[src/rtl/cozy_cfg_pkg.sv]
// Shared types and constants for the connection-block configuration loader.
package cozy_cfg_pkg;

    typedef enum logic [2:0] {
        IDLE,
        SYNC,
        LOAD,
        CRC,
        COMMIT
    } cfg_state_e;

    localparam logic [7:0]  SYNC_BYTE = 8'hA5;
    localparam logic [7:0]  CRC8_POLY = 8'h07;
    localparam int unsigned CRC_W     = 8;

    // Control bits per vertical CB: {ctrl3, ctrl1}
    function automatic int unsigned v_bits(input int unsigned cw);
        return 2 * (cw / 2);
    endfunction

    // Control bits per horizontal CB: {ctrl4, ctrl2, ctrl0}
    function automatic int unsigned h_bits(input int unsigned cw);
        return 3 * (cw / 2);
    endfunction

endpackage

[src/rtl/crc8_serial.sv]
// Bit-serial CRC-8 (MSB-first, no reflection, zero init, no final XOR).
module crc8_serial
    import cozy_cfg_pkg::*;
(
    input  logic       clk,
    input  logic       rst_n,
    input  logic       clr,
    input  logic       en,
    input  logic       din,
    output logic [7:0] crc
);

    logic fb_c;

    assign fb_c = crc[7] ^ din;

    always_ff @(posedge clk or negedge rst_n) begin
        if (!rst_n) begin
            crc <= 8'h00;
        end else if (clr) begin
            crc <= 8'h00;
        end else if (en) begin
            crc <= {crc[6:0], 1'b0} ^ (fb_c ? CRC8_POLY : 8'h00);
        end
    end

endmodule

[src/rtl/cb_config_loader.sv]
// Serial, CRC-protected writer for the connection-block ctrl nibbles; commits atomically.
module cb_config_loader
    import cozy_cfg_pkg::*;
#(
    parameter  int unsigned CHANNEL_WIDTH = 8,
    parameter  int unsigned NUM_VCB       = 4,
    parameter  int unsigned NUM_HCB       = 4,
    localparam int unsigned V_BITS        = v_bits(CHANNEL_WIDTH),
    localparam int unsigned H_BITS        = h_bits(CHANNEL_WIDTH),
    localparam int unsigned V_TOT         = NUM_VCB * V_BITS,
    localparam int unsigned H_TOT         = NUM_HCB * H_BITS
) (
    input  logic             clk,
    input  logic             rst_n,
    input  logic             cfg_start,
    input  logic             cfg_abort,
    input  logic             cfg_valid,
    input  logic             cfg_bit,
    output logic             cfg_ready,
    output logic [V_TOT-1:0] v_ctrl,
    output logic [H_TOT-1:0] h_ctrl,
    output logic             cfg_busy,
    output logic             cfg_done,
    output logic             cfg_error
);

    localparam int unsigned PAYLOAD = V_TOT + H_TOT;
    localparam int unsigned CNT_W   = $clog2(PAYLOAD + 1);

    cfg_state_e         state_q, state_d;
    logic [7:0]         sync_q, sync_d;
    logic [PAYLOAD-1:0] shadow_q, shadow_d;
    logic [CNT_W-1:0]   cnt_q, cnt_d;
    logic [7:0]         rx_crc_q, rx_crc_d;
    logic [V_TOT-1:0]   v_d;
    logic [H_TOT-1:0]   h_d;
    logic               done_d, err_d, ready_d, busy_d;

    logic               accept_c;
    logic               crc_en_c;
    logic               crc_clr_c;
    logic [7:0]         sync_shift_c;
    logic [7:0]         crc_calc;

    assign accept_c     = cfg_valid & cfg_ready;
    assign sync_shift_c = {sync_q[6:0], cfg_bit};
    assign crc_clr_c    = (state_q == IDLE);

    crc8_serial u_crc (
        .clk   (clk),
        .rst_n (rst_n),
        .clr   (crc_clr_c),
        .en    (crc_en_c),
        .din   (cfg_bit),
        .crc   (crc_calc)
    );

    // Next-state, datapath and status decode
    always_comb begin
        state_d  = state_q;
        sync_d   = sync_q;
        shadow_d = shadow_q;
        cnt_d    = cnt_q;
        rx_crc_d = rx_crc_q;
        v_d      = v_ctrl;
        h_d      = h_ctrl;
        done_d   = cfg_done;
        err_d    = cfg_error;
        crc_en_c = 1'b0;

        if ((state_q != IDLE) && cfg_abort) begin
            state_d = IDLE;
            err_d   = 1'b1;
        end else begin
            unique case (state_q)
                IDLE: begin
                    if (cfg_start && !cfg_abort) begin
                        done_d  = 1'b0;
                        err_d   = 1'b0;
                        sync_d  = 8'h00;
                        cnt_d   = '0;
                        state_d = SYNC;
                    end
                end
                SYNC: begin
                    if (accept_c) begin
                        sync_d = sync_shift_c;
                        if (sync_shift_c == SYNC_BYTE) begin
                            cnt_d   = '0;
                            state_d = LOAD;
                        end
                    end
                end
                LOAD: begin
                    if (accept_c) begin
                        shadow_d = {shadow_q[PAYLOAD-2:0], cfg_bit};
                        crc_en_c = 1'b1;
                        if (cnt_q == CNT_W'(PAYLOAD - 1)) begin
                            cnt_d   = '0;
                            state_d = CRC;
                        end else begin
                            cnt_d = cnt_q + CNT_W'(1);
                        end
                    end
                end
                CRC: begin
                    if (accept_c) begin
                        rx_crc_d = {rx_crc_q[6:0], cfg_bit};
                        if (cnt_q == CNT_W'(CRC_W - 1)) begin
                            cnt_d   = '0;
                            state_d = COMMIT;
                        end else begin
                            cnt_d = cnt_q + CNT_W'(1);
                        end
                    end
                end
                COMMIT: begin
                    if (rx_crc_q == crc_calc) begin
                        v_d    = shadow_q[PAYLOAD-1 -: V_TOT];
                        h_d    = shadow_q[H_TOT-1:0];
                        done_d = 1'b1;
                    end else begin
                        err_d = 1'b1;
                    end
                    state_d = IDLE;
                end
                default: state_d = IDLE;
            endcase
        end

        // Handshake/status flags follow the next state so they are registered
        ready_d = (state_d == SYNC) || (state_d == LOAD) || (state_d == CRC);
        busy_d  = (state_d != IDLE);
    end

    always_ff @(posedge clk or negedge rst_n) begin
        if (!rst_n) begin
            state_q   <= IDLE;
            sync_q    <= 8'h00;
            shadow_q  <= '0;
            cnt_q     <= '0;
            rx_crc_q  <= 8'h00;
            v_ctrl    <= '0;
            h_ctrl    <= '0;
            cfg_done  <= 1'b0;
            cfg_error <= 1'b0;
            cfg_ready <= 1'b0;
            cfg_busy  <= 1'b0;
        end else begin
            state_q   <= state_d;
            sync_q    <= sync_d;
            shadow_q  <= shadow_d;
            cnt_q     <= cnt_d;
            rx_crc_q  <= rx_crc_d;
            v_ctrl    <= v_d;
            h_ctrl    <= h_d;
            cfg_done  <= done_d;
            cfg_error <= err_d;
            cfg_ready <= ready_d;
            cfg_busy  <= busy_d;
        end
    end

endmodule

[config.mk]
export PLATFORM = sky130hd
export DESIGN_NAME = cb_config_loader
export DESIGN_NICKNAME = d
export VERILOG_FILES = /design/src/rtl/cozy_cfg_pkg.sv /design/src/rtl/crc8_serial.sv /design/src/rtl/cb_config_loader.sv
export SDC_FILE = /design/constraint.sdc
export NUM_CORES = 1
export LEC_CHECK = 0
export ABC_AREA = 1
export ABC_CLOCK_PERIOD_IN_PS = 1550
export CAP_MARGIN = 20
export CORE_ASPECT_RATIO = 1.4
export CORE_MARGIN = 3
export CORE_UTILIZATION = 30
export DETAILED_ROUTE_END_ITERATION = 8
export PLACE_DENSITY_LB_ADDON = 0.2
export SLEW_MARGIN = 25
export SYNTH_ARGS = -nofsm -noshare
export SYNTH_HDL_FRONTEND = slang
export SYNTH_HIERARCHICAL = 1
export SYNTH_SLANG_ARGS = --single-unit
[constraint.sdc]
create_clock -name clk -period 1.55 [get_ports clk]
set_input_delay 0.31 -clock clk [delete_from_list [all_inputs] [get_ports clk]]
set_output_delay 0.31 -clock clk [all_outputs]
set_load 0.02 [all_outputs]
# Word-level counts from Yosys, hierarchy flattened
# Cells that the tools add are included.
# W data, S select, Z words.
# classes
eq_ne,19
bitwise,4
mux,32
reduce_logical,20
n_addsub,1
# ops
operator,count
$mux W7,9
$pmux W7 S4,1
$mux W3,9
$mux W8,2
$pmux W7 S2,1
$eq A3 B2 Y1 const B,4
$pmux W3 S4,1
$reduce_and A3 Y1,4
$ne A2 B2 Y1 const B,5
$reduce_bool A3 Y1,3
$eq A8 B8 Y1,1
$eq A8 B8 Y1 const B,1
$reduce_and A4 Y1,2
$xor A8 B8 Y8,1
$add A7 B1 Y7 const B,1
$eq A7 B3 Y1 const B,1
$eq A7 B7 Y1 const B,1
$mux W1,7
$reduce_and A7 Y1,1
$eq A3 B1 Y1 const B,2
$reduce_bool A2 Y1,3
$pmux W1 S2,2
$reduce_bool A4 Y1,1
$eq A3 B3 Y1 const B,1
other kinds (10),12
# word_totals
in_bits,6
output_inout_bits,84
regBits,197

# Longest topological paths before layout
# depth
ltp_word,8
ltp_mapped,12

# Modules after synthesis
# Netlist, hierarchy kept.
# by_module_without_submodules
mod,n_inst,seq_area_each_um2,cells_per_inst,area_per_inst_um2
cb_config_loader,1,4729.5,819,7637.3
crc8_serial,1,200.2,42,364.1

# Worst setup path before layout
# OpenSTA, ideal clock, no wires.
# synth_timing
path_type,register -> register
from,register state_q[1]
to,register u_crc.crc[4]
required_time_ns,1.421
slack_ns,-0.024
t_arrival_ns,1.445
setup_ns,0.129
path_stages_with_launch,12
synth_period_minus_slack_ns,1.574
path_cell_list,dfrtp_1 > nor2_4 > nand2_1 > inv_2 > nor2_4 > inv_4 > nand2_4 > clkbuf_1 > inv_1 > nor2_2 > inv_1 > o22ai_1
# synth_rtl
element,line_no,text
start: declaration,cb_config_loader.sv:30,"cfg_state_e state_q, state_d;"
start signal: assignment,cb_config_loader.sv:150,state_q <= state_d;
$logic_not A3 Y1 *,cb_config_loader.sv:47,assign crc_clr_c = (state_q == IDLE);
net crc_clr_c,cb_config_loader.sv:41,logic crc_clr_c;
$mux W8 or $reduce_bool A2 Y1 (tied branches),n/a,
end signal: assignment,crc8_serial.sv:23,"crc <= {crc[6:0], 1'b0} ^ (fb_c ? CRC8_POLY : 8'h00);"
end: declaration,crc8_serial.sv:10,output logic [7:0] crc
# Mark *: on every way through the listed nets, which the timed path passes. The rest lies on a longest branch.
# A chain may end at the register's enable or synchronous reset.

# Final worst setup path
# layout_timing
from,input port cfg_abort
to,register h_ctrl[34]
# layout_between
elab_chain_len,3
# layout_lines
element,line_no,text
start: declaration,cb_config_loader.sv:16,"input logic cfg_abort,"
$logic_and A1 B1 Y1,cb_config_loader.sv:71,if ((state_q != IDLE) && cfg_abort) begin
$not A1 Y1 (no source line),n/a,
$reduce_and A3 Y1 (no source line),n/a,
end signal: assignment,cb_config_loader.sv:144,h_ctrl <= '0;
end signal: assignment,cb_config_loader.sv:156,h_ctrl <= h_d;
end: declaration,cb_config_loader.sv:21,"output logic [H_TOT-1:0] h_ctrl,"
# Every way passes these cells.

==> run summary <==
max-slew violation count: 0
commonest non-fill, non-tap cells in the layout: 199 x nand2_1, 195 x dfrtp_1, 114 x inv_1
synthesized instance count: 861
Sw Ratio: 26.77%
Crit path max-delay family: buffers and inverters
number of global-route vias before repair: 6,014
global-route wire length before repair: 29,700 µm
Tmin final: 1549 ps
initial DRC count: 314
main combinational cell family by area after synthesis: simple AND/OR/NAND/NOR gates
FP Rows: 70
worst path bufs/invs: 3
Remaining Overflow, GRT: 0
Residual DRC: 0
Fmax: 645.4 MHz
GP Congestion: 0.7825
RSZ-0062 raised after global routing: true
max_cap viols: 0
Tightest Pin Transition: 367.6 ps
setup slack, reg-to-reg: 0.7 ps
drt wl/cell: 14.12 µm
Post-synth top flop: dfrtp_1
Routed Antenna Nets: 0
CP endpoint kind: flop
Die H: 199.2 µm
via count: 5,996
final layout net count: 1,008
status: finished clean
worst skew pair latency: 440 ps
CTS Buf Count: 17
mean area per synthesized cell: 9.293 µm²
number of flops mapped to enable cells by yosys: 0
Cell Chain, Critical Path: clkdlybuf4s50_1 -> nor2_4 -> nand4_1 -> nor2_4 -> nand3_4 -> buf_12 -> clkbuf_16 -> nand2_2 -> o21ai_1
Sequential Power Share: 46.2%
XOR/XNOR share of the synthesized area: 0.6568%
Final Hold Violating Endpoints: 0
Synth top area share: 61.61%
r2r endpoint: u_crc/crc[4]
clock slew at reported path FFs: 70 ps
Die X: 144.0 µm
Synth area leader: dfrtp_1
most used cell along the critical path: nor2_4
static leakage: 5.113 nW
Syn Std Cell Area: 0.008001 mm²
crit path DAT: 1870 ps
Setup Slack @ Placement: -419.3 ps
Initial Util: 30.55%
share of cells above drive strength 1: 20.71%
Seq/Total Area, Yosys: 61.61%
Post-synth ARST share: 100.0%
post-synthesis simple-gate area fraction: 15.87%
HPWL Detailed: 11,470 µm
mux contribution to synthesized area: 0%
Final period util: 99.96%
complex-gate fraction of the synthesized area: 12.31%
sum of negative setup slack: 0 ps
syn nets: 868
area grow syn2layout: 36.09%
final wirelength: 18,890 µm
Power Dens Cells: 1085 mW/mm²
Die ar.: 0.02869 mm²
classification of the worst-slack hold path: in2async
reg2reg start: state_q[1]
yosys warns: 6
worst clock skew: 9.375 ps
Psw: 3.162 mW
Combinational Power Share: 14.6%
max incr delay on CP: 510 ps
adder-cell share of the synthesized area: 0.1564%
crit-path max FO: 9
Worst slew margin: 75.49%
drt pass-1 iters: 5
root buffer cell: clkbuf_16
# setup viols final: 0
aggregate global-route resource usage: 13.08%
Port Buffers: 89
Synth cell types: 33
final setup margin: 0.6766 ps
Slowest-stage cell, CP: clkdlybuf4s50_1
initial antenna violation count: 0
via/cell ratio: 4.481
r2r worst-path depth: 10
VDD IR max: 0.0008196 V
critical path required time: 1870 ps
most common cell after layout, fill and taps aside: nand2_1
Pint: 8.653 mW
Synth area leaders: dfrtp_1 62%, nand2_1 11%, o21ai_0 5.9%
htree depth: 4
Max Root-Sink Buffers: 2
Critical Path Source Type: input port
Boundary Pins: 90
CTS tree: done
CORE AREA: 0.02619 mm²
largest net degree at the start of global routing: 66
clock sinks: 197
clock power share: 39.2%
type of the worst setup path: in2reg
Overall Power: 11.81 mW
#FFs+latches synth: 197
Antenna diodes: 0
-- synth_stat cells (2+ instances only) --
cell type / number
nor2_2: 3
inv_1: 122
nand2_1: 235
nand3b_1: 2
o21ai_1: 81
o21ai_0: 95
o22ai_1: 4
buf_6: 18
nor2_4: 3
nand3_1: 28
dfrtp_1: 197
xor2_1: 3
nand3_2: 2
clkbuf_1: 16
buf_2: 2
nor2_1: 19
o21ai_2: 3
xnor2_1: 3
inv_2: 4
a21oi_1: 3
nand4_1: 6
-- worst register-to-register path, stage by stage (launching register included) --
cell and delay (ps):
dfrtp_2 450, nor2_4 160, nand2_1 80, inv_2 90, nor2_4 50, clkinv_4 90, nand2_8 120, inv_6 100
nand2_4 70, buf_12 130, o22ai_2 130
-- what timing repair did --
item / in CTS / in global routing
setup buffers: 5 / 9
gates resized for setup: 99 / 175
endpoints found under the hold margin: 29 / 0
pin swaps: 8 / 11
hold buffers: 1 / 0
setup endpoints to repair: 141 / 189
cloned: 5 / 11
-- metal layers --
layer	vias up	part of all wire, %	global-route usage, %
li1	3015	-	-
met1	2867	45	16.21
met2	88	50	21.80
met3	26	3.7	3.567
met4	0	1.8	4.780
met5	-	0	0
-- stage by stage --
step	hold WS (ps)	instance area (µm²)	util, %	cells
after CTS	348.9	10200	38.96	1319
after global placement	261.6	9459	36.12	1276
final	360.0	10890	41.58	1338
after floorplan	14.41	8003	-	861
after detailed placement	261.6	9459	36.12	1276
after global routing	358.6	10890	41.58	1338
-- worst max-delay path by stage --
stage	slack, ps	depth (start not counted)	end	startpoint
floorplan	40	12	u_crc/crc[0]	state_q[1]
global route	-120	8	u_crc/crc[4]	state_q[2]
finish	0.7	9	h_ctrl[34]	cfg_abort
global placement	-400	8	h_ctrl[14]	cfg_abort
detailed placement	-420	8	h_ctrl[14]	cfg_abort
CTS	-30	7	h_ctrl[4]	state_q[0]
-- state kept, by name (all words and copies together) (netlist names), 3 cells and up --
signal and flops:
cnt_q 7, h_ctrl 48, rx_crc_q 8, shadow_q 80, state_q 3, sync_q 7
u_crc/crc 8, v_ctrl 32
-- logic make-up after synthesis --
group,Yosys count
AO/OA/AOI/OAI,191
buffers and inverters,163
flip-flops,197
adder cells (fa/ha/maj),1
AND/OR/NAND/NOR,303
XOR/XNOR,6
-- final cells by class --
class	count	area (µm²)
clock buffer	19	442.9
multi-input combinational	503	2723
clock inverter	13	172.7
tap	324	405.4
fill	2611	15300
sequential	197	4932
timing repair buffer	155	1722
inverter	127	491.7
-- power groups by stage --
stage | Clock, mW | Combinational [mW] | Sequential (mW)
after CTS | 4.79 | 1.46 | 5.44
after global placement | 0 | 1.34 | 5.54
after floorplan | 0 | 0.651 | 5.56
final | 4.63 | 1.73 | 5.45
after global routing | 5.01 | 1.91 | 5.47
after detailed placement | 0 | 1.35 | 5.54
Power figures use the tool's default switching activity.
